$ cat config.mk
export PLATFORM = sky130hd
export DESIGN_NAME = reg_file_2r1w
export DESIGN_NICKNAME = d
export VERILOG_FILES = /design/src/rtl/reg_file_2r1w_pkg.sv /design/src/rtl/reg_file_2r1w_rf_word.sv /design/src/rtl/reg_file_2r1w.sv
export SDC_FILE = /design/constraint.sdc
export NUM_CORES = 1
export LEC_CHECK = 0
export ABC_AREA = 0
export BUFFER_PORTS_ARGS = -buffer_cell sky130_fd_sc_hd__buf_2
export CELL_PAD_IN_SITES_DETAIL_PLACEMENT = 0
export CELL_PAD_IN_SITES_GLOBAL_PLACEMENT = 2
export CORE_MARGIN = 4
export CORE_UTILIZATION = 35
export CTS_CLUSTER_SIZE = 24
export DETAILED_ROUTE_END_ITERATION = 16
export GPL_TIMING_DRIVEN = 0
export PLACE_DENSITY_LB_ADDON = 0.1
export SYNTH_ARGS = -nofsm -noshare
export SYNTH_HDL_FRONTEND = slang
export SYNTH_SLANG_ARGS = --single-unit
$ cat constraint.sdc
create_clock -name Clock -period 2 [get_ports Clock]
set_input_delay 0 -clock Clock [delete_from_list [all_inputs] [get_ports Clock]]
set_output_delay 0 -clock Clock [all_outputs]
set_load 0.02 [all_outputs]
$ cat src/rtl/reg_file_2r1w_pkg.sv
// Shared constants and elaboration helpers for the two-read, one-write register file.
package reg_file_2r1w_pkg;

   localparam int unsigned BYTE_W        = 8;
   localparam int unsigned DEFAULT_WIDTH = 32;
   localparam int unsigned DEFAULT_DEPTH = 8;

   // Byte-lane count for a given data width.
   function automatic int unsigned lanes_f(input int unsigned width);
      return width / BYTE_W;
   endfunction

   // Address width; a depth of 1 would give a zero-width bus, so floor at one bit.
   function automatic int unsigned addr_w_f(input int unsigned depth);
      return (depth < 2) ? 32'd1 : 32'($clog2(depth));
   endfunction

   function automatic bit width_ok_f(input int unsigned width);
      return (width != 0) && ((width % BYTE_W) == 0);
   endfunction

   function automatic bit depth_ok_f(input int unsigned depth);
      return depth >= 2;
   endfunction

endpackage

$ cat src/rtl/reg_file_2r1w_rf_word.sv
// One register-file word: WIDTH bits with a write strobe and per-byte write enables.
module reg_file_2r1w_rf_word
   import reg_file_2r1w_pkg::*;
#(
   parameter  int unsigned WIDTH = DEFAULT_WIDTH,
   localparam int unsigned LANES = lanes_f(WIDTH)
) (
   input  logic             Clock,
   input  logic             Reset,
   input  logic             Wr_Stb,
   input  logic [LANES-1:0] Byte_En,
   input  logic [WIDTH-1:0] Wr_Data,
   output logic [WIDTH-1:0] Word
);

   logic [WIDTH-1:0] word_q;

   // Only enabled lanes are updated; the rest hold their value.
   always_ff @(posedge Clock or negedge Reset) begin
      if (!Reset) begin
         word_q <= '0;
      end else if (Wr_Stb) begin
         for (int i = 0; i < int'(LANES); i++) begin
            if (Byte_En[i]) begin
               word_q[i*BYTE_W +: BYTE_W] <= Wr_Data[i*BYTE_W +: BYTE_W];
            end
         end
      end
   end

   assign Word = word_q;

endmodule

$ cat src/rtl/reg_file_2r1w.sv
// Parametrised register file: one byte-masked write port, two combinational read ports
// with optional hardwired-zero word 0 and optional write-to-read bypass.
module reg_file_2r1w
   import reg_file_2r1w_pkg::*;
#(
   parameter  int unsigned WIDTH    = DEFAULT_WIDTH,
   parameter  int unsigned DEPTH    = DEFAULT_DEPTH,
   parameter  bit          ZERO_REG = 1'b1,
   parameter  bit          BYPASS   = 1'b1,
   localparam int unsigned ADDR_W   = addr_w_f(DEPTH),
   localparam int unsigned LANES    = lanes_f(WIDTH)
) (
   input  logic              Clock,
   input  logic              Reset,
   input  logic              We,
   input  logic [ADDR_W-1:0] Wr_Addr,
   input  logic [WIDTH-1:0]  Wr_Data,
   input  logic [LANES-1:0]  Byte_En,
   input  logic [ADDR_W-1:0] Rd_Addr_A,
   output logic [WIDTH-1:0]  Rd_Data_A,
   input  logic [ADDR_W-1:0] Rd_Addr_B,
   output logic [WIDTH-1:0]  Rd_Data_B
);

   if (!width_ok_f(WIDTH)) begin : g_bad_width
      $error("reg_file_2r1w: WIDTH must be a non-zero multiple of 8");
   end
   if (!depth_ok_f(DEPTH)) begin : g_bad_depth
      $error("reg_file_2r1w: DEPTH must be at least 2");
   end

   logic [WIDTH-1:0] word_q [DEPTH];
   logic [WIDTH-1:0] stored_a_c;
   logic [WIDTH-1:0] stored_b_c;
   logic             wr_valid_c;
   logic             hit_a_c;
   logic             hit_b_c;

   // Storage bank; word 0 is a constant when it is the hardwired-zero register.
   for (genvar g = 0; g < int'(DEPTH); g++) begin : g_word
      if (ZERO_REG && (g == 0)) begin : g_zero
         assign word_q[g] = '0;
      end else begin : g_reg
         logic wr_stb;
         assign wr_stb = We && (Wr_Addr == ADDR_W'(g));
         reg_file_2r1w_rf_word #(
            .WIDTH (WIDTH)
         ) u_word (
            .Clock   (Clock),
            .Reset   (Reset),
            .Wr_Stb  (wr_stb),
            .Byte_En (Byte_En),
            .Wr_Data (Wr_Data),
            .Word    (word_q[g])
         );
      end
   end

   function automatic logic [WIDTH-1:0] merge_bytes(
      input logic [WIDTH-1:0] new_data,
      input logic [WIDTH-1:0] old_data,
      input logic [LANES-1:0] mask
   );
      logic [WIDTH-1:0] r;
      r = old_data;
      for (int i = 0; i < int'(LANES); i++) begin
         if (mask[i]) begin
            r[i*BYTE_W +: BYTE_W] = new_data[i*BYTE_W +: BYTE_W];
         end
      end
      return r;
   endfunction

   // Read muxes: addresses with no matching word (out of range) fall through to zero.
   always_comb begin
      stored_a_c = '0;
      stored_b_c = '0;
      for (int i = 0; i < int'(DEPTH); i++) begin
         if (Rd_Addr_A == ADDR_W'(i)) begin
            stored_a_c = word_q[i];
         end
         if (Rd_Addr_B == ADDR_W'(i)) begin
            stored_b_c = word_q[i];
         end
      end
   end

   // A write only lands (and so only bypasses) on an in-range, writable word.
   always_comb begin
      wr_valid_c = (32'(Wr_Addr) < DEPTH) && !(ZERO_REG && (Wr_Addr == '0));
      hit_a_c    = BYPASS && We && wr_valid_c && (Rd_Addr_A == Wr_Addr);
      hit_b_c    = BYPASS && We && wr_valid_c && (Rd_Addr_B == Wr_Addr);
   end

   always_comb begin
      Rd_Data_A = hit_a_c ? merge_bytes(Wr_Data, stored_a_c, Byte_En) : stored_a_c;
      Rd_Data_B = hit_b_c ? merge_bytes(Wr_Data, stored_b_c, Byte_En) : stored_b_c;
   end

endmodule

## Yosys cells after proc, flatten, opt, wreduce, memory -nomap -nowiden

Cells that the tools add are included.

- Bits in registers: 224

- Equality and inequality tests: 23
- Reductions and logical operators: 40
- Multiplexer cells: 24

Operators by type and width:

| operator | count |
|---|---|
| 2-to-1 mux 32 bit | 16 |
| 2-to-1 mux 8 bit | 8 |
| AND reduction 2 bit | 28 |
| equality test 3 bit, second input constant | 12 |
| equality test 3 x 2 -> 1 bit, second input constant | 6 |
| logical AND 1 bit | 10 |
| equality test 3 x 1 -> 1 bit, second input constant | 3 |
| equality test 3 bit | 2 |
| zero test 3 bit | 1 |
| zero test 1 bit | 1 |

## Logic depth before layout (Yosys ltp)

- Word-level depth: 10
- Depth in mapped cells: 7
- Gate-level depth less buffers: 4

## By module

From an unflattened synthesis, not the netlist that was laid out.

- Cells, all modules: 1233
- Area, all modules: 12724.7 µm²

Modules (own cells, without submodules):

| module | seq. area each (µm²) | area each (µm²) | cells an instance | instances |
|---|---|---|---|---|
| reg_file_2r1w_rf_word | 800.8 | 1186.1 | 68 | 7 |
| reg_file_2r1w | 0.0 | 4421.7 | 757 | 1 |

## Worst setup path before layout

Ideal clock, no wire load.

- Path type: input-to-output
- Start: input Wr_Addr[0]
- End: output Rd_Data_B[12]
- Data required time: 2.000 ns
- Path slack: 0.405 ns
- Arrival time: 1.595 ns
- Stages: 5
- Path through: buf_6 > or3b_4 > a2111oi_4 > o21ai_2 > mux2_1

- Longest elaborated chain between the ends: 5

Ends and longest elaborated chain:

| element | line | source |
|---|---|---|
| start: declaration | reg_file_2r1w.sv:16 | `input logic [ADDR_W-1:0] Wr_Addr,` |
| zero test 3 bit | reg_file_2r1w.sv:90 | `wr_valid_c = (32'(Wr_Addr) < DEPTH) && !(ZERO_REG && (Wr_Addr == '0));` |
| zero test 1 bit | reg_file_2r1w.sv:90 |  |
| logical AND 1 bit | reg_file_2r1w.sv:92 | `hit_b_c = BYPASS && We && wr_valid_c && (Rd_Addr_B == Wr_Addr);` |
| logical AND 1 bit * | reg_file_2r1w.sv:92 |  |
| 2-to-1 mux 32 bit * | reg_file_2r1w.sv:97 | `Rd_Data_B = hit_b_c ? merge_bytes(Wr_Data, stored_b_c, Byte_En) : stored_b_c;` |
| end: declaration | reg_file_2r1w.sv:22 | `output logic [WIDTH-1:0] Rd_Data_B` |

Mark *: on every way between the ends. The rest lies on a longest branch, timed or not.

## Worst setup path after layout

- Start: register g_word[3].g_reg.u_word.word_q[30]
- End: output Rd_Data_B[30]

- Longest elaborated chain between the ends: 7

Ends and longest elaborated chain:

| element | line | source |
|---|---|---|
| start: declaration | reg_file_2r1w_rf_word.sv:16 | `logic [WIDTH-1:0] word_q;` |
| start signal: indexed assignment | reg_file_2r1w_rf_word.sv:25 | `word_q[i*BYTE_W +: BYTE_W] <= Wr_Data[i*BYTE_W +: BYTE_W];` |
| 2-to-1 mux 32 bit * (5 in series) | reg_file_2r1w.sv:82 | `if (Rd_Addr_B == ADDR_W'(i)) begin` |
| 2-to-1 mux 8 bit | reg_file_2r1w.sv:67 | `if (mask[i]) begin` |
| 2-to-1 mux 32 bit * | reg_file_2r1w.sv:97 |  |

Marks and branches as above.

==> impl_metrics.tcl <==
set metrics [dict create \
    synthCells 1172 \
    p_switching_mw 5.24 \
    n_antenna_cell 0 \
    crit_path_cell_trace "mux2i_1 > mux4_2 > a211oi_2 > mux2_4 > buf_6" \
    cp.buffers_inverters 1 \
    insertion_delay_ns 0.57 \
    fin_ws_ns -0.0787 \
    placed_area_um2 14900 \
    total_power_mw 16.4 \
    syn_area_per_cell_um2 11.6 \
    grt_start_max_net_pins 107 \
    crit_family "multiplexers" \
    synthTopCellsByArea "dfrtp_1 41%, mux2_2 26%, mux2i_1 6.5%" \
    end_kind "primary output" \
    status "complete, but fails checks" \
    syn_nets 1220 \
    worstHoldPathType "in2async" \
    max_stage_delay_ns 0.48 \
    avgRoutedWirePerCell_um 27.5 \
    max-cap-violations 0 \
    synth_area_um2 13600 \
    powerDensity_nw_per_um2 952 \
    cts_buffer_depth 3 \
    yosysTopAreaCell "dfrtp_1" \
    switching_share_pct 31.9 \
    ys_types 47 \
    ir_drop_v 0.000628 \
    rows 72 \
    intPower_mw 11.2 \
    cp_slowest_cell "mux4_2" \
    seq_power_share_pct 39.5 \
    fin_crit_sh_pct 104 \
    violations "negative setup slack" \
    antenna_found_initial 2 \
    pwr-share-comb_pct 29.4 \
    required_ns 2.00 \
    drt_iter0_markers 770 \
    start_util_pct 35.4 \
    clockPowerShare_pct 31.1 \
    seq_area_frac_synth_pct 41.1 \
    cp-start-kind "flip-flop" \
    clock_skew_ns 0 \
    clkTransAtPathRegs_ns 0.06 \
    grt_pass1_wl_mm 76.3 \
    num-nets-final 1416 \
    htree_levels 1 \
    numPortBuffers 102 \
    instances_no_fill 1905 \
    viasPerCell 5.81 \
    final.setup.tns_ns -0.119 \
    gr-usage-all-layers_pct 24.2 \
    hold_viol 0 \
    wl_mm 52.4 \
    synth-async-reset-ratio_pct 100 \
    worst-endpoint-arrival_ns 2.08 \
    cts_tree "built" \
    max-slew-margin-rel_pct 31.7 \
    post-place-ws_ns -1.15 \
    final_cell_mix "292 x mux2_2, 224 x dfrtp_1, 90 x buf_2, 89 x mux2i_1, 52 x buf_4" \
    timing.fmax_ghz 0.481 \
    synth_seq_cells 224 \
    p_leak_nw 7.61 \
    grt_overflow_total 0 \
    yosysWarnings 0 \
    dp_hpwl_mm 34.2 \
    min_period_ns 2.08 \
    ys.flop_type "dfrtp_1" \
    design_area_um2 17300 \
    ioPinCount 112 \
    drt_pre_antenna_iters 5 \
    core_area_um2 38600 \
    tightest_slew_ns 1.02 \
    rsz0062_at_grt "true" \
    hold_slack_ns 0.0547 \
    synth_edf_count 0 \
    cts-root-buf "clkbuf_16" \
    dpl.cell_count 1794 \
    drive_above_1_share_pct 47.8 \
    die-area_um2 42200 \
    setup_viol 3 \
    grt_pass1_vias 11300 \
    slew_violations 0 \
    cp_max_fo 3 \
    area_delta_synth_final_pct 26.6 \
    die_h_um 205 \
    die_w_um 205 \
    ant_nets 0 \
    drc_errors 0 \
    synth_top_area_share_pct 41.1 \
    largest_reg_flops 224 \
    crit_type "reg2out" \
    numCtsBuffers 28 \
    dr_total_vias 11100 \
    cts_sinks 224 \
    layout_commonest_cell "mux2_2" \
    final_core_util_pct 44.8 \
    routabilityCongestion 0.807 \
]
## worst reg2reg max path: stages (launching register included)
cell	delay (ns)
dfrtp_1	0.42
buf_4	0.15
mux2_2	0.25
## cell usage after synthesis, types with 25 or more instances
master / number
o21ai_0: 31
a211o_1: 37
nor2_1: 47
dfrtp_1: 224
o221ai_1: 31
mux2i_1: 89
and2_1: 25
a22oi_1: 48
nand2_1: 41
a221oi_1: 38
mux2_2: 317
clkbuf_1: 67
## per-layer routing
layer / global-route usage, % / routed length [um]
met2: 38.3 / 24000
met5: 0 / 21
met3: 3.61 / 2600
met1: 34.7 / 24400
met4: 6.75 / 1350
## power by group through the flow
| stage | clock network (mW) | logic [mW] | registers (mW) |
|---|---|---|---|
| final | 5.12 | 4.83 | 6.49 |
| after CTS | 5.24 | 4.37 | 6.42 |
| after global placement | 0 | 4.09 | 6.49 |
| after floorplan | 0 | 3.05 | 6.24 |
| after detailed placement | 0 | 4.16 | 6.50 |
| after global routing | 5.38 | 5.22 | 6.61 |
## logic make-up after synthesis
kind of cell              after synthesis  share of synthesized area, %
DFF                                   224                          41.1
xor gates and xnor gates                5                         0.321
AOI/OAI and AO/OA                     278                          16.3
and+or+nand+nor                       156                          5.92
buffers and inverters                  94                          2.85
muxes                                 415                          33.5
## worst paths after layout
kind,slack (ns),start,endpoint,cells after the start
worst max-delay path,-0.08,g_word[3].g_reg.u_word.Word[30],Rd_Data_B[30],5
max in group asynchronous,0.58,Reset,g_word[5].g_reg.u_word.Word[31],3
worst min-delay path,0.05,Reset,g_word[2].g_reg.u_word.Word[25],3
worst min register to register,0.52,g_word[2].g_reg.u_word.Word[0],g_word[2].g_reg.u_word.Word[0],1
worst max register to register,1.07,g_word[6].g_reg.u_word.Word[1],g_word[6].g_reg.u_word.Word[1],2
min in group Clock,0.29,Byte_En[3],g_word[5].g_reg.u_word.Word[28],3
## cell type report
type                       count  area (um2)
buffer                        92         527
clock buffer                  44         852
clock inverter                 5        50.0
fill                        3766       21300
inverter                       2        7.51
multi-input combinational    854        8350
sequential                   224        5610
tap                          518         648
timing repair buffer         166        1230
## what timing repair did
item,4_1_cts,5_1_grt
setup endpoints to repair,64,61
buffers inserted,3,25
gates cloned,0,0
hold buffers,34,0
pin swaps,4,55
hold endpoints to repair,448,0
gates resized for setup,117,139
Power figures use the tool's default switching activity.
